## src/rtl/ulpi_init_sequencer_pkg.sv

```systemverilog
// Shared definitions for the ULPI PHY init sequencer: FSM encoding,
// ULPI register addresses of the init table and small helpers.
package ulpi_init_sequencer_pkg;

  // Sequencer FSM states (also exported on the debug port).
  typedef enum logic [3:0] {
    ST_STARTUP = 4'd0,
    ST_WR_REQ  = 4'd1,
    ST_WR_WAIT = 4'd2,
    ST_RD_REQ  = 4'd3,
    ST_RD_WAIT = 4'd4,
    ST_CHECK   = 4'd5,
    ST_DONE    = 4'd6,
    ST_ERROR   = 4'd7
  } state_e;

  // USB3300 / ULPI immediate register addresses used by the init table.
  localparam logic [5:0] ADDR_FUNC_CTRL = 6'h04;
  localparam logic [5:0] ADDR_IFC_CTRL  = 6'h07;
  localparam logic [5:0] ADDR_OTG_CTRL  = 6'h0A;

  // Index of the last init-table entry.
  localparam logic [1:0] LAST_IDX = 2'd2;

  // Width of the per-state handshake timeout counter.
  localparam int TO_CNT_W = 8;

  // Saturating increment for the timeout counter.
  function automatic logic [TO_CNT_W-1:0] sat_inc(input logic [TO_CNT_W-1:0] v);
    return (v == {TO_CNT_W{1'b1}}) ? v : v + TO_CNT_W'(1);
  endfunction

endpackage

```

## src/rtl/ulpi_init_rom.sv

```systemverilog
// Init table: maps an entry index to the ULPI register address and the
// value that must be written there for passive full-speed sniffing.
module ulpi_init_rom
  import ulpi_init_sequencer_pkg::*;
#(
  parameter logic [7:0] FUNC_CTRL_VAL = 8'h49,
  parameter logic [7:0] IFC_CTRL_VAL  = 8'h00,
  parameter logic [7:0] OTG_CTRL_VAL  = 8'h00
) (
  input  logic [1:0] idx_i,
  output logic [5:0] addr_o,
  output logic [7:0] data_o
);

  // Pure lookup; unused index 3 returns zeros.
  always_comb begin
    addr_o = 6'h00;
    data_o = 8'h00;
    case (idx_i)
      2'd0: begin
        addr_o = ADDR_FUNC_CTRL;
        data_o = FUNC_CTRL_VAL;
      end
      2'd1: begin
        addr_o = ADDR_IFC_CTRL;
        data_o = IFC_CTRL_VAL;
      end
      2'd2: begin
        addr_o = ADDR_OTG_CTRL;
        data_o = OTG_CTRL_VAL;
      end
      default: begin
        addr_o = 6'h00;
        data_o = 8'h00;
      end
    endcase
  end

endmodule

```

## src/rtl/ulpi_init_sequencer.sv

```systemverilog
// ULPI PHY init sequencer: after a settle delay, writes the init table
// through the ULPI wrapper register port, reads each entry back, retries
// on timeout or mismatch and reports done / error.
//
// Register-access handshake with the wrapper: a request (WD or RD) is
// raised only in a cycle where busy is sampled low, held until busy is
// sampled high (then dropped on the following edge), and the access is
// complete at the first sampled busy low after that. A request that sees
// no busy rise, or a busy that never falls, within TIMEOUT_CYCLES fails.
module ulpi_init_sequencer
  import ulpi_init_sequencer_pkg::*;
#(
  parameter int         STARTUP_CYCLES = 1024,
  parameter int         TIMEOUT_CYCLES = 255,
  parameter int         MAX_RETRIES    = 3,
  parameter logic [7:0] FUNC_CTRL_VAL  = 8'h49,
  parameter logic [7:0] IFC_CTRL_VAL   = 8'h00,
  parameter logic [7:0] OTG_CTRL_VAL   = 8'h00
) (
  input  logic       clk_int,
  input  logic       rst,
  input  logic       start,
  input  logic       busy,
  input  logic [7:0] REG_DATA_OUT,
  output logic       WD,
  output logic       RD,
  output logic [5:0] ADDR,
  output logic [7:0] REG_DATA_IN,
  output logic       done,
  output logic       error,
  output logic [5:0] err_addr,
  output logic [3:0] dbg_state_o
);

  localparam int SU_W = (STARTUP_CYCLES > 0) ? $clog2(STARTUP_CYCLES + 1) : 1;
  localparam logic [SU_W-1:0] SU_LAST =
    SU_W'((STARTUP_CYCLES > 0) ? STARTUP_CYCLES - 1 : 0);
  localparam logic [TO_CNT_W-1:0] TO_LAST =
    TO_CNT_W'((TIMEOUT_CYCLES > 1) ? TIMEOUT_CYCLES - 1 : 0);
  localparam int RT_W = (MAX_RETRIES > 0) ? $clog2(MAX_RETRIES + 1) : 1;
  localparam logic [RT_W-1:0] RT_MAX = RT_W'(MAX_RETRIES);

  state_e              state_q, state_d;
  logic [SU_W-1:0]     su_cnt_q, su_cnt_d;
  logic [TO_CNT_W-1:0] to_cnt_q, to_cnt_d;
  logic [1:0]          idx_q, idx_d;
  logic [RT_W-1:0]     retry_q, retry_d;
  logic                wd_q, wd_d;
  logic                rd_q, rd_d;
  logic [5:0]          addr_q, addr_d;
  logic [7:0]          wdata_q, wdata_d;
  logic [7:0]          rdata_q, rdata_d;
  logic                done_q, done_d;
  logic                error_q, error_d;
  logic [5:0]          err_addr_q, err_addr_d;
  logic                fail;

  logic [5:0] rom_addr;
  logic [7:0] rom_data;

  ulpi_init_rom #(
    .FUNC_CTRL_VAL (FUNC_CTRL_VAL),
    .IFC_CTRL_VAL  (IFC_CTRL_VAL),
    .OTG_CTRL_VAL  (OTG_CTRL_VAL)
  ) u_rom (
    .idx_i  (idx_q),
    .addr_o (rom_addr),
    .data_o (rom_data)
  );

  // Next-state, counters and registered-output logic.
  always_comb begin
    state_d    = state_q;
    su_cnt_d   = su_cnt_q;
    to_cnt_d   = to_cnt_q;
    idx_d      = idx_q;
    retry_d    = retry_q;
    wd_d       = wd_q;
    rd_d       = rd_q;
    addr_d     = addr_q;
    wdata_d    = wdata_q;
    rdata_d    = rdata_q;
    done_d     = done_q;
    error_d    = error_q;
    err_addr_d = err_addr_q;
    fail       = 1'b0;

    case (state_q)
      ST_STARTUP: begin
        wd_d = 1'b0;
        rd_d = 1'b0;
        if (su_cnt_q >= SU_LAST) begin
          su_cnt_d = '0;
          idx_d    = 2'd0;
          retry_d  = '0;
          state_d  = ST_WR_REQ;
        end else begin
          su_cnt_d = su_cnt_q + SU_W'(1);
        end
      end

      ST_WR_REQ: begin
        if (!wd_q) begin
          // Never launch a write while the wrapper is still busy.
          if (!busy) begin
            wd_d    = 1'b1;
            addr_d  = rom_addr;
            wdata_d = rom_data;
          end
        end else if (busy) begin
          wd_d    = 1'b0;
          state_d = ST_WR_WAIT;
        end else if (to_cnt_q >= TO_LAST) begin
          wd_d = 1'b0;
          fail = 1'b1;
        end else begin
          to_cnt_d = sat_inc(to_cnt_q);
        end
      end

      ST_WR_WAIT: begin
        if (!busy) begin
          state_d = ST_RD_REQ;
        end else if (to_cnt_q >= TO_LAST) begin
          fail = 1'b1;
        end else begin
          to_cnt_d = sat_inc(to_cnt_q);
        end
      end

      ST_RD_REQ: begin
        if (!rd_q) begin
          if (!busy) begin
            rd_d   = 1'b1;
            addr_d = rom_addr;
          end
        end else if (busy) begin
          rd_d    = 1'b0;
          state_d = ST_RD_WAIT;
        end else if (to_cnt_q >= TO_LAST) begin
          rd_d = 1'b0;
          fail = 1'b1;
        end else begin
          to_cnt_d = sat_inc(to_cnt_q);
        end
      end

      ST_RD_WAIT: begin
        if (!busy) begin
          // Readback is valid in the first cycle busy is seen low.
          rdata_d = REG_DATA_OUT;
          state_d = ST_CHECK;
        end else if (to_cnt_q >= TO_LAST) begin
          fail = 1'b1;
        end else begin
          to_cnt_d = sat_inc(to_cnt_q);
        end
      end

      ST_CHECK: begin
        if (rdata_q == rom_data) begin
          retry_d = '0;
          if (idx_q == LAST_IDX) begin
            done_d  = 1'b1;
            state_d = ST_DONE;
          end else begin
            idx_d   = idx_q + 2'd1;
            state_d = ST_WR_REQ;
          end
        end else begin
          fail = 1'b1;
        end
      end

      ST_DONE, ST_ERROR: begin
        wd_d = 1'b0;
        rd_d = 1'b0;
        if (start) begin
          done_d     = 1'b0;
          error_d    = 1'b0;
          err_addr_d = 6'h00;
          su_cnt_d   = '0;
          idx_d      = 2'd0;
          retry_d    = '0;
          state_d    = ST_STARTUP;
        end
      end

      default: begin
        wd_d    = 1'b0;
        rd_d    = 1'b0;
        state_d = ST_STARTUP;
      end
    endcase

    // A failed attempt either retries the same entry from its write or,
    // once the retry budget is spent, latches the failing address.
    if (fail) begin
      if (retry_q < RT_MAX) begin
        retry_d = retry_q + RT_W'(1);
        state_d = ST_WR_REQ;
      end else begin
        error_d    = 1'b1;
        err_addr_d = rom_addr;
        state_d    = ST_ERROR;
      end
    end

    // The timeout counter measures time spent in the current state only.
    if (fail || (state_d != state_q)) begin
      to_cnt_d = '0;
    end
  end

  // State and output registers with asynchronous active-low reset.
  always_ff @(posedge clk_int or negedge rst) begin
    if (!rst) begin
      state_q    <= ST_STARTUP;
      su_cnt_q   <= '0;
      to_cnt_q   <= '0;
      idx_q      <= 2'd0;
      retry_q    <= '0;
      wd_q       <= 1'b0;
      rd_q       <= 1'b0;
      addr_q     <= 6'h00;
      wdata_q    <= 8'h00;
      rdata_q    <= 8'h00;
      done_q     <= 1'b0;
      error_q    <= 1'b0;
      err_addr_q <= 6'h00;
    end else begin
      state_q    <= state_d;
      su_cnt_q   <= su_cnt_d;
      to_cnt_q   <= to_cnt_d;
      idx_q      <= idx_d;
      retry_q    <= retry_d;
      wd_q       <= wd_d;
      rd_q       <= rd_d;
      addr_q     <= addr_d;
      wdata_q    <= wdata_d;
      rdata_q    <= rdata_d;
      done_q     <= done_d;
      error_q    <= error_d;
      err_addr_q <= err_addr_d;
    end
  end

  assign WD          = wd_q;
  assign RD          = rd_q;
  assign ADDR        = addr_q;
  assign REG_DATA_IN = wdata_q;
  assign done        = done_q;
  assign error       = error_q;
  assign err_addr    = err_addr_q;
  assign dbg_state_o = state_q;

endmodule

```

## config.mk

```make
export PLATFORM = sky130hd
export DESIGN_NAME = ulpi_init_sequencer
export DESIGN_NICKNAME = d
export VERILOG_FILES = /design/src/rtl/ulpi_init_sequencer_pkg.sv /design/src/rtl/ulpi_init_rom.sv /design/src/rtl/ulpi_init_sequencer.sv
export SDC_FILE = /design/constraint.sdc
export NUM_CORES = 1
export LEC_CHECK = 0
export BUFFER_PORTS_ARGS = -buffer_cell sky130_fd_sc_hd__buf_2
export CAP_MARGIN = 20
export CORE_MARGIN = 2
export CORE_UTILIZATION = 45
export DETAILED_ROUTE_END_ITERATION = 8
export PLACE_DENSITY_LB_ADDON = 0.2
export SKIP_LAST_GASP = 1
export SYNTH_ARGS = -nofsm -noshare
export SYNTH_HDL_FRONTEND = slang
export SYNTH_SLANG_ARGS = --single-unit
```

## constraint.sdc

```tcl
create_clock -name clk_int -period 2.85 [get_ports clk_int]
set_input_delay 0.7125 -clock clk_int [delete_from_list [all_inputs] [get_ports clk_int]]
set_output_delay 0.7125 -clock clk_int [all_outputs]
set_load 0.02 [all_outputs]
```

==> key figures <==
STA
  – Min Tclk post-route: 2.41 ns
  – Fin crit share: 0.846
  – Final Hold Fails: 0
  – Max-slew headroom: 0.627
  – RSZ-0062 raised after global routing: no
  – Setup violations, final: 0
  – Clock skew: 0.0124 ns
  – Max Slew Vio Count: 0
  – Slew @ Worst Pin: 0.552 ns
  – Fmax: 415 MHz
  – Setup Total Neg Slack: 0 ns

Cells and area
  – Post-layout util: 0.518
  – Layout area overhead: 10.4%
  – Layout cells sized above 1: 0.206
  – # diodes: 0
  – Most frequent cells in the layout: 50 x dfrtp_1, 32 x buf_2, 28 x nand2_1
  – Nets: 330
  – Most common cell after layout, fill and taps aside: dfrtp_1
  – Final Instance Count excl. Fillers: between 300 and 400

Die
  – Initial core utilization: 0.469
  – Die Y: 82.8 um
  – Row count: 28
  – Die X-Extent: ~83 um
  – I/O pin count: 40
  – Core Box Area: roughly 6000 um^2
  – Die area: 6850 um^2

Yosys
  – Ys async rst share: 1.00
  – Syn Area/Cell: 10.1 um^2
  – Synth Register Bits: 50
  – Netlist Area Pre-Place: between 2000 and 3000 um^2
  – Warning count from the yosys run: 0
  – Synth Instances: roughly 280
  – Post-synth EDFFs: 0
  – Distinct cells, synth: 62
  – Sequential-to-total area share from yosys stat: 0.448
  – Main synth FF type: dfrtp_1

Drt
  – Vias: 2080
  – DR pass1 iterations: 4
  – # DRC: 0
  – Routed WL per cell: 14.5 um
  – DRT iter0 DRCs: 49
  – Total wire length: 5600 um
  – Antenna Nets Post-Route: 0
  – Vias per cell: 5.40

Setup path
  – Crit path kind: reg -> reg
  – CP arrival: 2.61 ns
  – Req. time, crit path: around 3.1 ns
  – CP endpoint kind: register
  – Worst-path maximum fanout: 9
  – Startpoint types: register

Place
  – Final GP Congestion: 0.840
  – Port Buffers: 32
  – Placed cell count: 378
  – Hpwl dp: 4170 um

Worst hold path
  – Hold crit path type: in -> async

Clocking
  – Clk sink count: 50
  – CTS tree: done
  – Bufs on Longest Clock Path: 2
  – Clk Latency, worst-skew pair: roughly 0.30 ns
  – CTS Buf Count: 5
  – H-tree Lvls: 2
  – Setup bufs post-CTS: 0
  – Post-cts sizing count: 0
  – CTS clock-pin slew for the worst setup and hold paths: approximately 0.10 ns
  – Clock Root Buffer: clkbuf_8
  – Cts-stage hold buffer count: 0

Global routing
  – GRT Total Usage: 0.182
  – First-pass GRT wire length: about 9400 um
  – Congestion Overflow GR: 0
  – Initial antenna violation count: 0
  – Largest net degree at the start of global routing: 28
  – Vias in the first global route: 2000

Power and ir drop
  – VDD IR max: 0.278 mV
  – PwrDens: around 440 nW/um^2
  – Leakage: 1.49 nW

Status
  – Status: finished, final reports clean

Run
  – Max-cap viol count: 0
[worst max-delay path, stage by stage (launching register included)]
cell and delay, ns:
dfrtp_1 0.40, inv_1 0.09, ha_1 0.25, nor4_1 0.39
o211ai_1 0.23, o2bb2ai_2 0.23, or2_1 0.40, a211o_1 0.32
[where the power goes]
part | internal, mW | switching [mW] | total [mW]
clock | 0.170 | 0.236 | 0.406
sequential | 0.756 | 0.0532 | 0.809
combinational | 0.0649 | 0.0832 | 0.148
total | 0.991 | 0.373 | 1.36
[layout make-up]
cell class | instances | area, um^2
Multi-Input combinational cell | 207 | 1410
Clock inverter | 2 | 13.8
Fill cell | 565 | 2870
Clock buffer | 5 | 68.8
Inverter | 9 | 33.8
Sequential cell | 50 | 1250
Tap cell | 75 | 93.8
Timing Repair Buffer | 37 | 210
[final timing paths]
check	start	to	slack, ns	cells after the start
max	idx_q[0]$_DFFE_PN0P_	dbg_state_o[0]$_DFF_PN0_	0.44	7
min	rst	rdata_q[2]$_DFFE_PN0P_	0.39	1
max reg2reg	idx_q[0]$_DFFE_PN0P_	dbg_state_o[0]$_DFF_PN0_	0.44	7
min reg2reg	ADDR[3]$_DFFE_PN0P_	ADDR[3]$_DFFE_PN0P_	0.49	2
max in group asynchronous	rst	su_cnt_q[10]$_DFFE_PN0P_	1.93	2
min in group clk_int	ADDR[3]$_DFFE_PN0P_	ADDR[3]$_DFFE_PN0P_	0.49	2
[synthesized netlist by cell type, types with 3 or more instances]
cell / instances / area share
a21oi_1: 7 / 0.013
buf_2: 3 / 0.0054
o21ai_0: 16 / 0.029
nor2b_1: 5 / 0.011
nand4_1: 6 / 0.013
xnor2_1: 8 / 0.025
xor2_1: 6 / 0.019
ha_1: 8 / 0.036
nor3_1: 12 / 0.022
mux2_2: 10 / 0.040
mux2i_1: 6 / 0.022
nor2_1: 18 / 0.024
nand2_1: 28 / 0.038
and2_1: 4 / 0.0090
buf_4: 9 / 0.024
and4_1: 4 / 0.013
and3_1: 7 / 0.016
nand3_1: 4 / 0.0072
inv_1: 9 / 0.012
nand2b_1: 4 / 0.0090
dfrtp_1: 50 / 0.45
nor4_1: 4 / 0.0090
[metal layers]
| metal | GRT usage | up-vias | wire length (um) |
|---|---|---|---|
| met5 | 0 | - | 0 |
| met4 | 0.0623 | 0 | 82 |
| met3 | 0.0326 | 7 | 156 |
| met2 | 0.292 | 31 | 2680 |
| met1 | 0.247 | 1006 | 2680 |
| li1 | - | 1036 | - |
[sequential cells by signal (all words and copies together) (netlist names)]
register / flops
err_addr: 6
ADDR: 4
to_cnt_q: 8
error: 1
RD: 1
dbg_state_o: 4
rdata_q: 8
done: 1
su_cnt_q: 11
retry_q: 2
WD: 1
REG_DATA_IN: 1
idx_q: 2
[logic make-up (layout without fill, tap and decap cells)]
kind of cell | Yosys count | after routing | share of synthesized area
flip-flops | 50 | 50 | 0.448
other | 1 | 8 | 0.00134
adder cells (fa/ha/maj) | 8 | 8 | 0.0359
multiplexers | 17 | 17 | 0.0672
buffers and inverters | 27 | 53 | 0.0556
XOR/XNOR | 14 | 14 | 0.0439
AO/OA/AOI/OAI | 51 | 51 | 0.132
AND/OR/NAND/NOR | 109 | 109 | 0.216
[through the flow]
step           power [mW]  worst slack, ns  hold WS (ns)  instance area (um^2)
2_1_floorplan       0.922            0.764         0.417                  2820
3_3_place_gp        0.969            0.464         0.462                  3000
3_5_place_dp        0.974            0.389         0.470                  3000
4_1_cts              1.38            0.442         0.405                  3080
5_1_grt              1.44            0.204         0.438                  3080
6_report             1.36            0.439         0.393                  3080
Power figures use the tool's default switching activity.
